### config.mk
export PLATFORM = sky130hd
export DESIGN_NAME = tennis_rally_ctrl
export DESIGN_NICKNAME = d
export VERILOG_FILES = /design/src/rtl/tennis_pkg.sv /design/src/rtl/tennis_tick_gen.sv /design/src/rtl/tennis_rally_ctrl.sv
export SDC_FILE = /design/constraint.sdc
export NUM_CORES = 1
export LEC_CHECK = 0
export CAP_MARGIN = 20
export CORE_UTILIZATION = 40
export CTS_BUF_LIST = sky130_fd_sc_hd__clkbuf_2 sky130_fd_sc_hd__clkbuf_4 sky130_fd_sc_hd__clkbuf_8
export CTS_CLUSTER_DIAMETER = 120
export CTS_CLUSTER_SIZE = 12
export DETAILED_ROUTE_END_ITERATION = 8
export PLACE_DENSITY_LB_ADDON = 0.3
export SKIP_LAST_GASP = 1
export SYNTH_ARGS = -nofsm -noshare
export SYNTH_HDL_FRONTEND = slang
export SYNTH_SLANG_ARGS = --single-unit
### constraint.sdc
create_clock -name clk -period 3.1 [get_ports clk]
set_input_delay 0.93 -clock clk [delete_from_list [all_inputs] [get_ports clk]]
set_output_delay 0.93 -clock clk [all_outputs]
set_load 0.1 [all_outputs]
### src/rtl/tennis_pkg.sv
// Shared types and helpers for the LED tennis game engine.
package tennis_pkg;

    typedef enum logic [2:0] {
        SERVE,
        MOVE_R,
        MOVE_L,
        POINT,
        GAME_OVER
    } state_t;

    localparam logic PLAYER_L = 1'b0;
    localparam logic PLAYER_R = 1'b1;

    localparam logic [1:0] WINNER_NONE = 2'b00;
    localparam logic [1:0] WINNER_L    = 2'b01;
    localparam logic [1:0] WINNER_R    = 2'b10;

    function automatic logic [3:0] sat_inc(input logic [3:0] s);
        return (s == 4'hF) ? s : s + 4'd1;
    endfunction

endpackage

### src/rtl/tennis_tick_gen.sv
// Ball-step timebase: one-cycle tick every TICK_DIV clocks,
// restarted by clr so each state sees a full first period.
module tennis_tick_gen #(
    parameter int TICK_DIV = 10_000_000
) (
    input  logic clk,
    input  logic rst,
    input  logic clr,
    output logic tick
);

    localparam int CW = $clog2(TICK_DIV);

    logic [CW-1:0] cnt;

    assign tick = (cnt == CW'(TICK_DIV - 1));

    always_ff @(posedge clk or negedge rst) begin
        if (!rst) begin
            cnt <= '0;
        end else if (clr || tick) begin
            cnt <= '0;
        end else begin
            cnt <= cnt + CW'(1);
        end
    end

endmodule

### src/rtl/tennis_rally_ctrl.sv
// Tennis game engine: ball movement, hit judging, scoring and
// game-over display. All outputs are registered.
module tennis_rally_ctrl
    import tennis_pkg::*;
#(
    parameter int NUM_LEDS    = 16,
    parameter int TICK_DIV    = 10_000_000,
    parameter int POINT_TICKS = 4,
    parameter int WIN_SCORE   = 7
) (
    input  logic                clk,
    input  logic                rst,
    input  logic                hit_l,
    input  logic                hit_r,
    output logic [NUM_LEDS-1:0] leds,
    output logic [3:0]          score_l,
    output logic [3:0]          score_r,
    output logic [1:0]          winner
);

    localparam int PW  = $clog2(NUM_LEDS);
    localparam int PTW = (POINT_TICKS > 1) ? $clog2(POINT_TICKS) : 1;

    localparam logic [PW-1:0]  POS_L   = PW'(NUM_LEDS - 1);
    localparam logic [PTW-1:0] PT_LAST = PTW'(POINT_TICKS - 1);

    localparam logic [NUM_LEDS-1:0] HALF_HI =
        {{(NUM_LEDS/2){1'b1}}, {(NUM_LEDS-NUM_LEDS/2){1'b0}}};
    localparam logic [NUM_LEDS-1:0] HALF_LO =
        {{(NUM_LEDS-NUM_LEDS/2){1'b0}}, {(NUM_LEDS/2){1'b1}}};

    state_t         state, state_n;
    logic           server, server_n;
    logic [PW-1:0]  pos, pos_n;
    logic [PTW-1:0] pt_cnt, pt_cnt_n;
    logic [NUM_LEDS-1:0] leds_n;
    logic [3:0]     score_l_n, score_r_n;
    logic [1:0]     winner_n;
    logic           tick;
    logic           clr;
    logic           award;
    logic           scorer;

    function automatic logic [PW-1:0] end_pos(input logic p);
        return (p == PLAYER_L) ? POS_L : '0;
    endfunction

    tennis_tick_gen #(
        .TICK_DIV(TICK_DIV)
    ) u_tick (
        .clk (clk),
        .rst (rst),
        .clr (clr),
        .tick(tick)
    );

    assign clr = (state_n != state);

    always_ff @(posedge clk or negedge rst) begin
        if (!rst) begin
            state   <= SERVE;
            server  <= PLAYER_L;
            pos     <= POS_L;
            pt_cnt  <= '0;
            leds    <= NUM_LEDS'(1) << (NUM_LEDS - 1);
            score_l <= '0;
            score_r <= '0;
            winner  <= WINNER_NONE;
        end else begin
            state   <= state_n;
            server  <= server_n;
            pos     <= pos_n;
            pt_cnt  <= pt_cnt_n;
            leds    <= leds_n;
            score_l <= score_l_n;
            score_r <= score_r_n;
            winner  <= winner_n;
        end
    end

    always_comb begin
        state_n   = state;
        server_n  = server;
        pos_n     = pos;
        pt_cnt_n  = pt_cnt;
        leds_n    = leds;
        score_l_n = score_l;
        score_r_n = score_r;
        winner_n  = winner;
        award     = 1'b0;
        scorer    = PLAYER_L;

        unique case (state)
            SERVE: begin
                if (server == PLAYER_L && hit_l) begin
                    state_n = MOVE_R;
                end else if (server == PLAYER_R && hit_r) begin
                    state_n = MOVE_L;
                end
            end
            MOVE_R: begin
                // A hit outranks a same-cycle tick, both for returns and faults
                if (hit_r) begin
                    if (pos == '0) begin
                        state_n = MOVE_L;
                    end else begin
                        award  = 1'b1;
                        scorer = PLAYER_L;
                    end
                end else if (tick) begin
                    if (pos == '0) begin
                        award  = 1'b1;
                        scorer = PLAYER_L;
                    end else begin
                        pos_n = pos - PW'(1);
                    end
                end
            end
            MOVE_L: begin
                if (hit_l) begin
                    if (pos == POS_L) begin
                        state_n = MOVE_R;
                    end else begin
                        award  = 1'b1;
                        scorer = PLAYER_R;
                    end
                end else if (tick) begin
                    if (pos == POS_L) begin
                        award  = 1'b1;
                        scorer = PLAYER_R;
                    end else begin
                        pos_n = pos + PW'(1);
                    end
                end
            end
            POINT: begin
                if (tick) begin
                    if (pt_cnt == PT_LAST) begin
                        pt_cnt_n = '0;
                        if (score_l >= 4'(WIN_SCORE)) begin
                            state_n  = GAME_OVER;
                            winner_n = WINNER_L;
                            leds_n   = HALF_HI;
                        end else if (score_r >= 4'(WIN_SCORE)) begin
                            state_n  = GAME_OVER;
                            winner_n = WINNER_R;
                            leds_n   = HALF_LO;
                        end else begin
                            state_n = SERVE;
                            pos_n   = end_pos(server);
                        end
                    end else begin
                        pt_cnt_n = pt_cnt + PTW'(1);
                    end
                end
            end
            GAME_OVER: begin
                if (hit_l || hit_r) begin
                    state_n   = SERVE;
                    server_n  = (winner == WINNER_L) ? PLAYER_R : PLAYER_L;
                    pos_n     = end_pos(server_n);
                    score_l_n = '0;
                    score_r_n = '0;
                    winner_n  = WINNER_NONE;
                end else if (tick) begin
                    if (leds == '0) begin
                        leds_n = (winner == WINNER_L) ? HALF_HI : HALF_LO;
                    end else begin
                        leds_n = '0;
                    end
                end
            end
            default: begin
                state_n = SERVE;
                pos_n   = end_pos(server);
            end
        endcase

        if (award) begin
            state_n  = POINT;
            server_n = scorer;
            pt_cnt_n = '0;
            if (scorer == PLAYER_L) begin
                score_l_n = sat_inc(score_l);
            end else begin
                score_r_n = sat_inc(score_r);
            end
        end

        unique case (state_n)
            SERVE, MOVE_R, MOVE_L: leds_n = NUM_LEDS'(1) << pos_n;
            POINT:                 leds_n = '1;
            default:               ;
        endcase
    end

endmodule

==> impl_metrics.ini <==
[worst_setup_path]
cp_max_fo = 8
crit_required_ps = 3320
crit_type = reg2reg
crit_arrival_ps = 3070
startpoint_type = register
end_kind = register

[floorplan]
ios = 30
coreArea_sq_um = 8382
rows = 33
dieArea_sq_um = 9194
die_y_um = 95.89
start_util = 0.4207
dieWidth_um = 95.89

[timing]
whs_ps = 482.1
slew_headroom = 0.4954
hold_violations = 0
period_minus_slack_ps = 2851
post-route-period-util = 0.9197
rsz0062_at_grt = false
fin_worst_skew_ps = 8.558
tightestPinTransition_ps = 755.3
maxSlewViolCount = 0
fmax_mhz = 350.8
setup_viol = 0

[yosys]
ys.flop_type = dfrtp_1
synth-simple-area-share = 0.2956
synth_edf_count = 0
synthMuxAreaShare = 0.01207
synth-seq-cells = 60
synthCells = 386
synth-xor-area-share = 0.05216
synth.area.top_cells = dfrtp_1, nor2_1, nand3_1, nand2_1, dfstp_2
syn_area_sq_um = 3526
yosysSeqAreaShare = 0.4276
synth_top_cell_area_share = 0.3903
synthAdderAreaFrac = 0.02129
synth_area_per_cell_sq_um = 9.134
synth_fp_nets = 396
ys_async_sr_fraction = 1.000
synth_top_family_by_area = simple AND/OR/NAND/NOR gates
yosysWarnings = 0
synth_compound_area_frac = 0.1675
synth_cell_types = 63
synth_top_area_cell = dfrtp_1

[clock_network]
cts_hold_buffers = 0
cts.clk_slew.worst_paths_ps = 70
insertion_delay_ps = 350
postCtsSetupBuffers = 0
htreeDepth = 3
cts_tree = done
clk_path_buf_depth = 2
cts_root_buf = clkbuf_8
ctsResizeCount = 0
cts.sinks = 60
numCtsBuffers = 9

[drt]
first_pass_iters = 5
drt_iter0_drc = 217
drt-total-wl_um = 8811
ant_nets = 0
drc = 0
vias = 3180
drt-wirelength-per-cell_um = 15.76
via_per_inst = 5.689

[finish]
final_net_count = 459
final_common_cell = buf_4
final_core_util = 0.5108
drive_gt1_frac = 0.2225
diodes = 0
final_cell_mix = buf_4, dfrtp_1, nor2_1, nand2_1, nand3_1
design_area_sq_um = 4282
area_growth_pct = 21.43

[grt]
grt_antenna_before_repair = 0
overflow = 0
grt_pass1_vias = 3007
grt_pass1_wl_um = 14770
grt_max_degree = 25
grt_use_total = 0.2123

[placed_design]
place_congestion = 0.8944
io_buffers = 29
post_dp_cell_area_sq_um = 4099
dp_hpwl_um = 6419

[pwr]
p_leak_nw = 1.909
irDropWorstVdd_mv = 0.4208
p_per_area_nw_per_um2 = 1090

[min_path]
min_path_type = reg2reg

[status]
outcome = completed

[flow_run]
maxCapViolCount = 0
## cells in the mapped netlist, types with 8 or more instances
cell type,count
a21oi_1,12
and3_1,14
dfrtp_1,55
inv_1,9
nand2_1,38
nand3_1,31
nor2_1,53
nor3_1,10
o211a_1,8
o21ai_0,9
o22ai_1,8
xnor2_1,9
xor2_1,12
## state kept, by name (all words and copies together) (netlist names)
register	flops
state	3
pos	4
winner	2
leds	16
pt_cnt	2
score_l	4
u_tick.cnt	24
server	1
score_r	4
## per-layer routing
layer | share of wire | vias up | GRT usage
met5 | 0 | - | 0
met4 | 0.010 | 0 | 0.05970
met3 | 0.040 | 10 | 0.04265
met2 | 0.48 | 77 | 0.3399
met1 | 0.47 | 1541 | 0.2916
li1 | - | 1552 | -
## cell families after synthesis
logic type / Yosys count
simple gates: 196
buf+inv: 21
fa+ha+maj: 6
mux: 4
flops: 60
xor+xnor: 21
compound gates: 78
## power by group
group | switching (mW) | total, mW | internal, mW
Sequential | 0.278 | 1.30 | 1.02
Clock | 0.343 | 0.665 | 0.322
Combinational | 1.90 | 2.71 | 0.809
Total | 2.52 | 4.67 | 2.15
## per-stage QoR
step	total power, mW	TNS, ps	cells	setup slack (ps)
2_1_floorplan	3.254	0	386	276.2
3_3_place_gp	3.976	-15.47	543	-9.428
3_5_place_dp	3.996	-8.688	543	-5.869
4_1_cts	4.675	0	559	265.7
5_1_grt	4.930	0	559	28.32
6_report	4.669	0	559	249.0
## path summary, 6_finish.rpt
| kind | startpoint | end | slack, ps | cells after the start |
|---|---|---|---|---|
| max | u_tick.cnt[0]$_DFF_PN0_ | leds[8]$_DFFE_PN0P_ | 250 | 9 |
| min | u_tick.cnt[0]$_DFF_PN0_ | u_tick.cnt[0]$_DFF_PN0_ | 480 | 1 |
| max reg2reg | u_tick.cnt[0]$_DFF_PN0_ | leds[8]$_DFFE_PN0P_ | 250 | 9 |
| min in group asynchronous | rst | score_r[0]$_DFFE_PN0P_ | 570 | 1 |
| max in group asynchronous | rst | pos[0]$_DFF_PN1_ | 1760 | 2 |
| min reg2reg | u_tick.cnt[0]$_DFF_PN0_ | u_tick.cnt[0]$_DFF_PN0_ | 480 | 1 |
## cell type report
| class | count | area (sq um) |
|---|---|---|
| Fill cell | 796 | 4100 |
| Multi-Input combinational cell | 305 | 1934 |
| Sequential cell | 60 | 1508 |
| Timing Repair Buffer | 63 | 488.0 |
| Clock buffer | 11 | 145.1 |
| Tap cell | 105 | 131.4 |
| Clock inverter | 5 | 37.54 |
| Inverter | 10 | 37.54 |
## critical path: stages, from the launching register on
cell     delay, ps
dfrtp_1        390
ha_1           270
nand4_4        180
or4_4          600
nor2_2         220
buf_4          170
a21oi_1         90
nor3_4         250
and3_1         410
o22ai_1        140
No activity file was read; power rests on OpenSTA's default activity.
==> RTL change 1: new RTL, same settings <==
`TICK_DIV` is set to 10_000_000 in 2 places; all go to 2_500_000.
--- a/src/rtl/tennis_tick_gen.sv
+++ b/src/rtl/tennis_tick_gen.sv
@@ -3,3 +3,3 @@
 module tennis_tick_gen #(
-    parameter int TICK_DIV = 10_000_000
+    parameter int TICK_DIV = 2_500_000
 ) (
--- a/src/rtl/tennis_rally_ctrl.sv
+++ b/src/rtl/tennis_rally_ctrl.sv
@@ -6,3 +6,3 @@
     parameter int NUM_LEDS    = 16,
-    parameter int TICK_DIV    = 10_000_000,
+    parameter int TICK_DIV    = 2_500_000,
     parameter int POINT_TICKS = 4,
Function: no difference found for any inputs over 4 cycles, from zero or initial values and one cycle with rst low; that may be too few to reach the edited logic, so the function may still have changed.
==> RTL change 1 against the unedited design <==
First-iteration DRC count fell by 49%; final area fell by 0.67%; cell count fell by 0.54%; wire length fell by 4.1%; sequential share of layout area fell by 0.94 points; largest cell class unchanged; sequential cell count fell by 2; worst setup slack got worse by 0.060 ns; register-to-register slack improved by 0.02 ns; area after synthesis fell by 1.8%; non-clock buffer count fell by 4; power fell by 1.5%.
==> RTL change 1: results (changes against the unedited design) <==
- The run finished with clean final reports.
* Fraction of final layout cells with drive strength greater than 1: 22.4% (+0.15 points)
* Full die area: 9030 sq um (-1.8%)
* Layout non-clock buf frac: 11.4% (+0.018 points)
- The area of all placed cells without fillers came to 4250 sq um (-0.67%).
- The largest net degree at the start of global routing is 32 (+28%).
- The data arrival time at the worst-slack endpoint was 3.17 ns (+0.10 ns).
- The detail-routed via count per cell was 5.58 (-2.0%).
- The count of different cell masters after synthesis is 62 (-1.6%).
- Global placer's final weighted congestion: 0.884 (-1.2%)
- Number of instances in the synthesized netlist: 388 (+0.52%)
- The average wire per standard cell was 15.2 microns (-3.6%).
- Largest fanout on the critical path: 7 (-1)
* Clock tree cell share of total cell area: 4.68% (+0.41 points)
* Number of sinks on the clock net: 58 (-3.3%)
- Largest registers ranked by flip-flop count: u_tick.cnt (22), leds (16)
- Non-filler instance count after layout: 556 (-0.54%)
- Vias in the first global route: 3043 (+1.2%)
- The first-iteration detailed-routing DRC count came to 110 (-49%).
- Mux contribution to synthesized area: 2.17% (+0.96 points)
- Synthesized-area fraction occupied by ao, oa, aoi and oai cells: 14.4% (-2.4 points)
- After synthesis, the cell types taking the most area are sky130_fd_sc_hd__dfrtp_1 38%, sky130_fd_sc_hd__nor2_1 5.9%, sky130_fd_sc_hd__nand2_1 4.0%.
- Reported leakage power: 1.84 nW (-3.6%)
* Headroom to the max-slew limit: 55.5% (+5.9 points)
- Sequential-to-total area share from yosys stat: 42.1% (-0.64 points)
- The net switching fraction of the power was 52.7% (-1.2 points).
- The placed wire-length estimate was 6270 microns (-2.3%).
- The power in combinational cells came to 2.62 mW (-3%).
- The wire length of the first global-routing pass was 14500 microns (-1.6%).
- The number of iterations in the first detailed-routing pass came to 4 (-1).
* Area of the multi-input gates: 1930 sq um (-0.39%)
- The share of cell area taken by flip-flops and latches was 34.3% (-0.94 points).
- Largest stage delay on the critical path: 0.58 ns (-0.02 ns)
-- RTL change 1: routing by layer --
metal	vias up	wire length, microns	track usage, %
met5	-	0	0
met3	14	298	4.86
met1	1482	4160	27.5
met4	0	155	10.1
li1	1534	-	-
met2	71	3840	32.6
-- RTL change 1: final timing paths --
check                                              from                 endpoint  slack [ns]  cells past startpoint
worst min-delay path            u_tick.cnt[0]$_DFF_PN0_  u_tick.cnt[0]$_DFF_PN0_        0.48                      1
worst max register to register  u_tick.cnt[5]$_DFF_PN0_      leds[3]$_DFFE_PN0P_        0.27                      8
worst max-delay path                              hit_l      leds[6]$_DFFE_PN0P_        0.19                      7
worst min register to register  u_tick.cnt[0]$_DFF_PN0_  u_tick.cnt[0]$_DFF_PN0_        0.48                      1
min in group asynchronous                           rst   score_r[0]$_DFFE_PN0P_        0.62                      1
max in group asynchronous                           rst         pos[3]$_DFF_PN1_        1.81                      2
==> RTL change 2: new RTL, config.mk and constraints unchanged <==
Without the edit above. Add an input register stage for `hit_l` and `hit_r`, without a reset; this delays them by one clock.
--- a/src/rtl/tennis_rally_ctrl.sv
+++ b/src/rtl/tennis_rally_ctrl.sv
@@ -30,2 +30,10 @@
         {{(NUM_LEDS-NUM_LEDS/2){1'b0}}, {(NUM_LEDS/2){1'b1}}};
+
+    logic hit_l_q;
+    logic hit_r_q;
+
+    always_ff @(posedge clk) begin
+        hit_l_q <= hit_l;
+        hit_r_q <= hit_r;
+    end
 
@@ -94,5 +102,5 @@
             SERVE: begin
-                if (server == PLAYER_L && hit_l) begin
+                if (server == PLAYER_L && hit_l_q) begin
                     state_n = MOVE_R;
-                end else if (server == PLAYER_R && hit_r) begin
+                end else if (server == PLAYER_R && hit_r_q) begin
                     state_n = MOVE_L;
@@ -102,3 +110,3 @@
                 // A hit outranks a same-cycle tick, both for returns and faults
-                if (hit_r) begin
+                if (hit_r_q) begin
                     if (pos == '0) begin
@@ -119,3 +127,3 @@
             MOVE_L: begin
-                if (hit_l) begin
+                if (hit_l_q) begin
                     if (pos == POS_L) begin
@@ -157,3 +165,3 @@
             GAME_OVER: begin
-                if (hit_l || hit_r) begin
+                if (hit_l_q || hit_r_q) begin
                     state_n   = SERVE;
Function: changed (a bounded check fails within 4 cycles, from zero or initial values and one cycle with rst low).
==> RTL change 2 against the unedited design <==
The flow now finishes with violations (DRC); critical endpoint is now leds[5]$_DFFE_PN0P_; first-iteration DRC count grew 48%; combinational power shrank 37%; sequential cell count grew 2; via count shrank 2.6%; sequential power shrank 11%; power shrank 22%; wire length shrank 3.7%; area after synthesis grew 1.1%; final area shrank 2.8%; core utilization shrank 3.1 points; hold slack gained 0.0036 ns; highest routed layer unchanged; worst setup slack lost 0.020 ns; clock power grew 12%.
==> RTL change 2: results (changes against the unedited design) <==
- The flow ran to the end, but the final reports show violations.
- Violations in the final reports: DRC
- Async SR Flop Fraction: 96.8% (-3.2 points)
- Sequential cell area share: 37.2% (+2.0 points)
- Gate power share: 47.6% (-10 points)
* Setup slack on the worst flop-to-flop path: 0.23 ns (-0.02 ns)
* Number of buffers outside the clock class in the layout: 39 (-38%)
- Clock tree cell share of total cell area: 4.96% (+0.69 points)
- Maximum number of pins on one net before global-route repair: 61 (+140%)
- The worst setup skew after layout came to 0.0121 ns (+0.00352 ns).
- The internal power of the cells was 1.78 mW (-17%).
- The via count of the first global-routing pass came to 2954 (-1.8%).
* Sequential-to-total area share from yosys stat: 43.4% (+0.64 points)
- The slew of the pin with the lowest slew margin is 0.785 ns (+0.0293 ns).
- Fraction of area in multi-input gates: 46.6% (+1.4 points)
- Synthesized area per cell: 9.19 sq um (+0.61%)
* Clock buffer count: 10 (-1)
- Maximum VDD drop: 462 uV (+9.8%)
- Detailed Routing Iterations Pass 1: 6 (+1)
- Biggest area contributors in the synthesized netlist: sky130_fd_sc_hd__dfrtp_1 39%, sky130_fd_sc_hd__nor2_1 5.6%, sky130_fd_sc_hd__nand3_1 4.4%
- Relative to the synthesized area, the layout overhead comes to 16.7%.
- The instance count after placement with tap cells included was 524 (-3.5%).
* GR Layer Usage met3: 4.07% (-0.20 points)
- The routed length on met1 came to 3880 microns (-6.2%).
- The mux cell area share after synthesis was 1.19% (-0.014 points).
- Met1 track demand over resource in global routing: 25.9% (-3.3 points)
- Global-route met2 utilization: 31.4% (-2.6 points)
- The weighted congestion at the end of routability-driven global placement came to 0.969 (+8.4%).
- The wire length on met2 was 4010 microns (-5.4%).
* Post-detailed-route DRC marker count: 1 (+1)
- The synthesized-area fraction occupied by ao, oa, aoi and oai cells came to 16.6% (-0.19 points).
[RTL change 2: cell count changes in the layout (fill, tap and decap cells not counted)]
cell	unedited run	this run
sky130_fd_sc_hd__buf_12	1	0
sky130_fd_sc_hd__buf_4	59	36
sky130_fd_sc_hd__clkbuf_4	1	0
sky130_fd_sc_hd__clkinvlp_4	2	1
sky130_fd_sc_hd__nor4bb_1	4	3
sky130_fd_sc_hd__bufinv_16	0	1
sky130_fd_sc_hd__clkinv_4	2	1
sky130_fd_sc_hd__dfxtp_1	0	2
sky130_fd_sc_hd__nor4bb_2	0	1
sky130_fd_sc_hd__inv_6	0	2
[RTL change 2: what timing repair did]
action / in CTS / in global routing
endpoints found under the hold margin: 0 / 0
gates resized for setup: 0 / 1
endpoints found under the setup margin: 0 / 10
[RTL change 2: critical path, delay by kind of cell, from the launching register on]
family,cells,cell delay (ns)
AOI/OAI and AO/OA,4,1.35
and+or+nand+nor,3,0.61
adders and majority gates,1,0.26
buffers and inverters,1,0.19
DFF,1,0.39
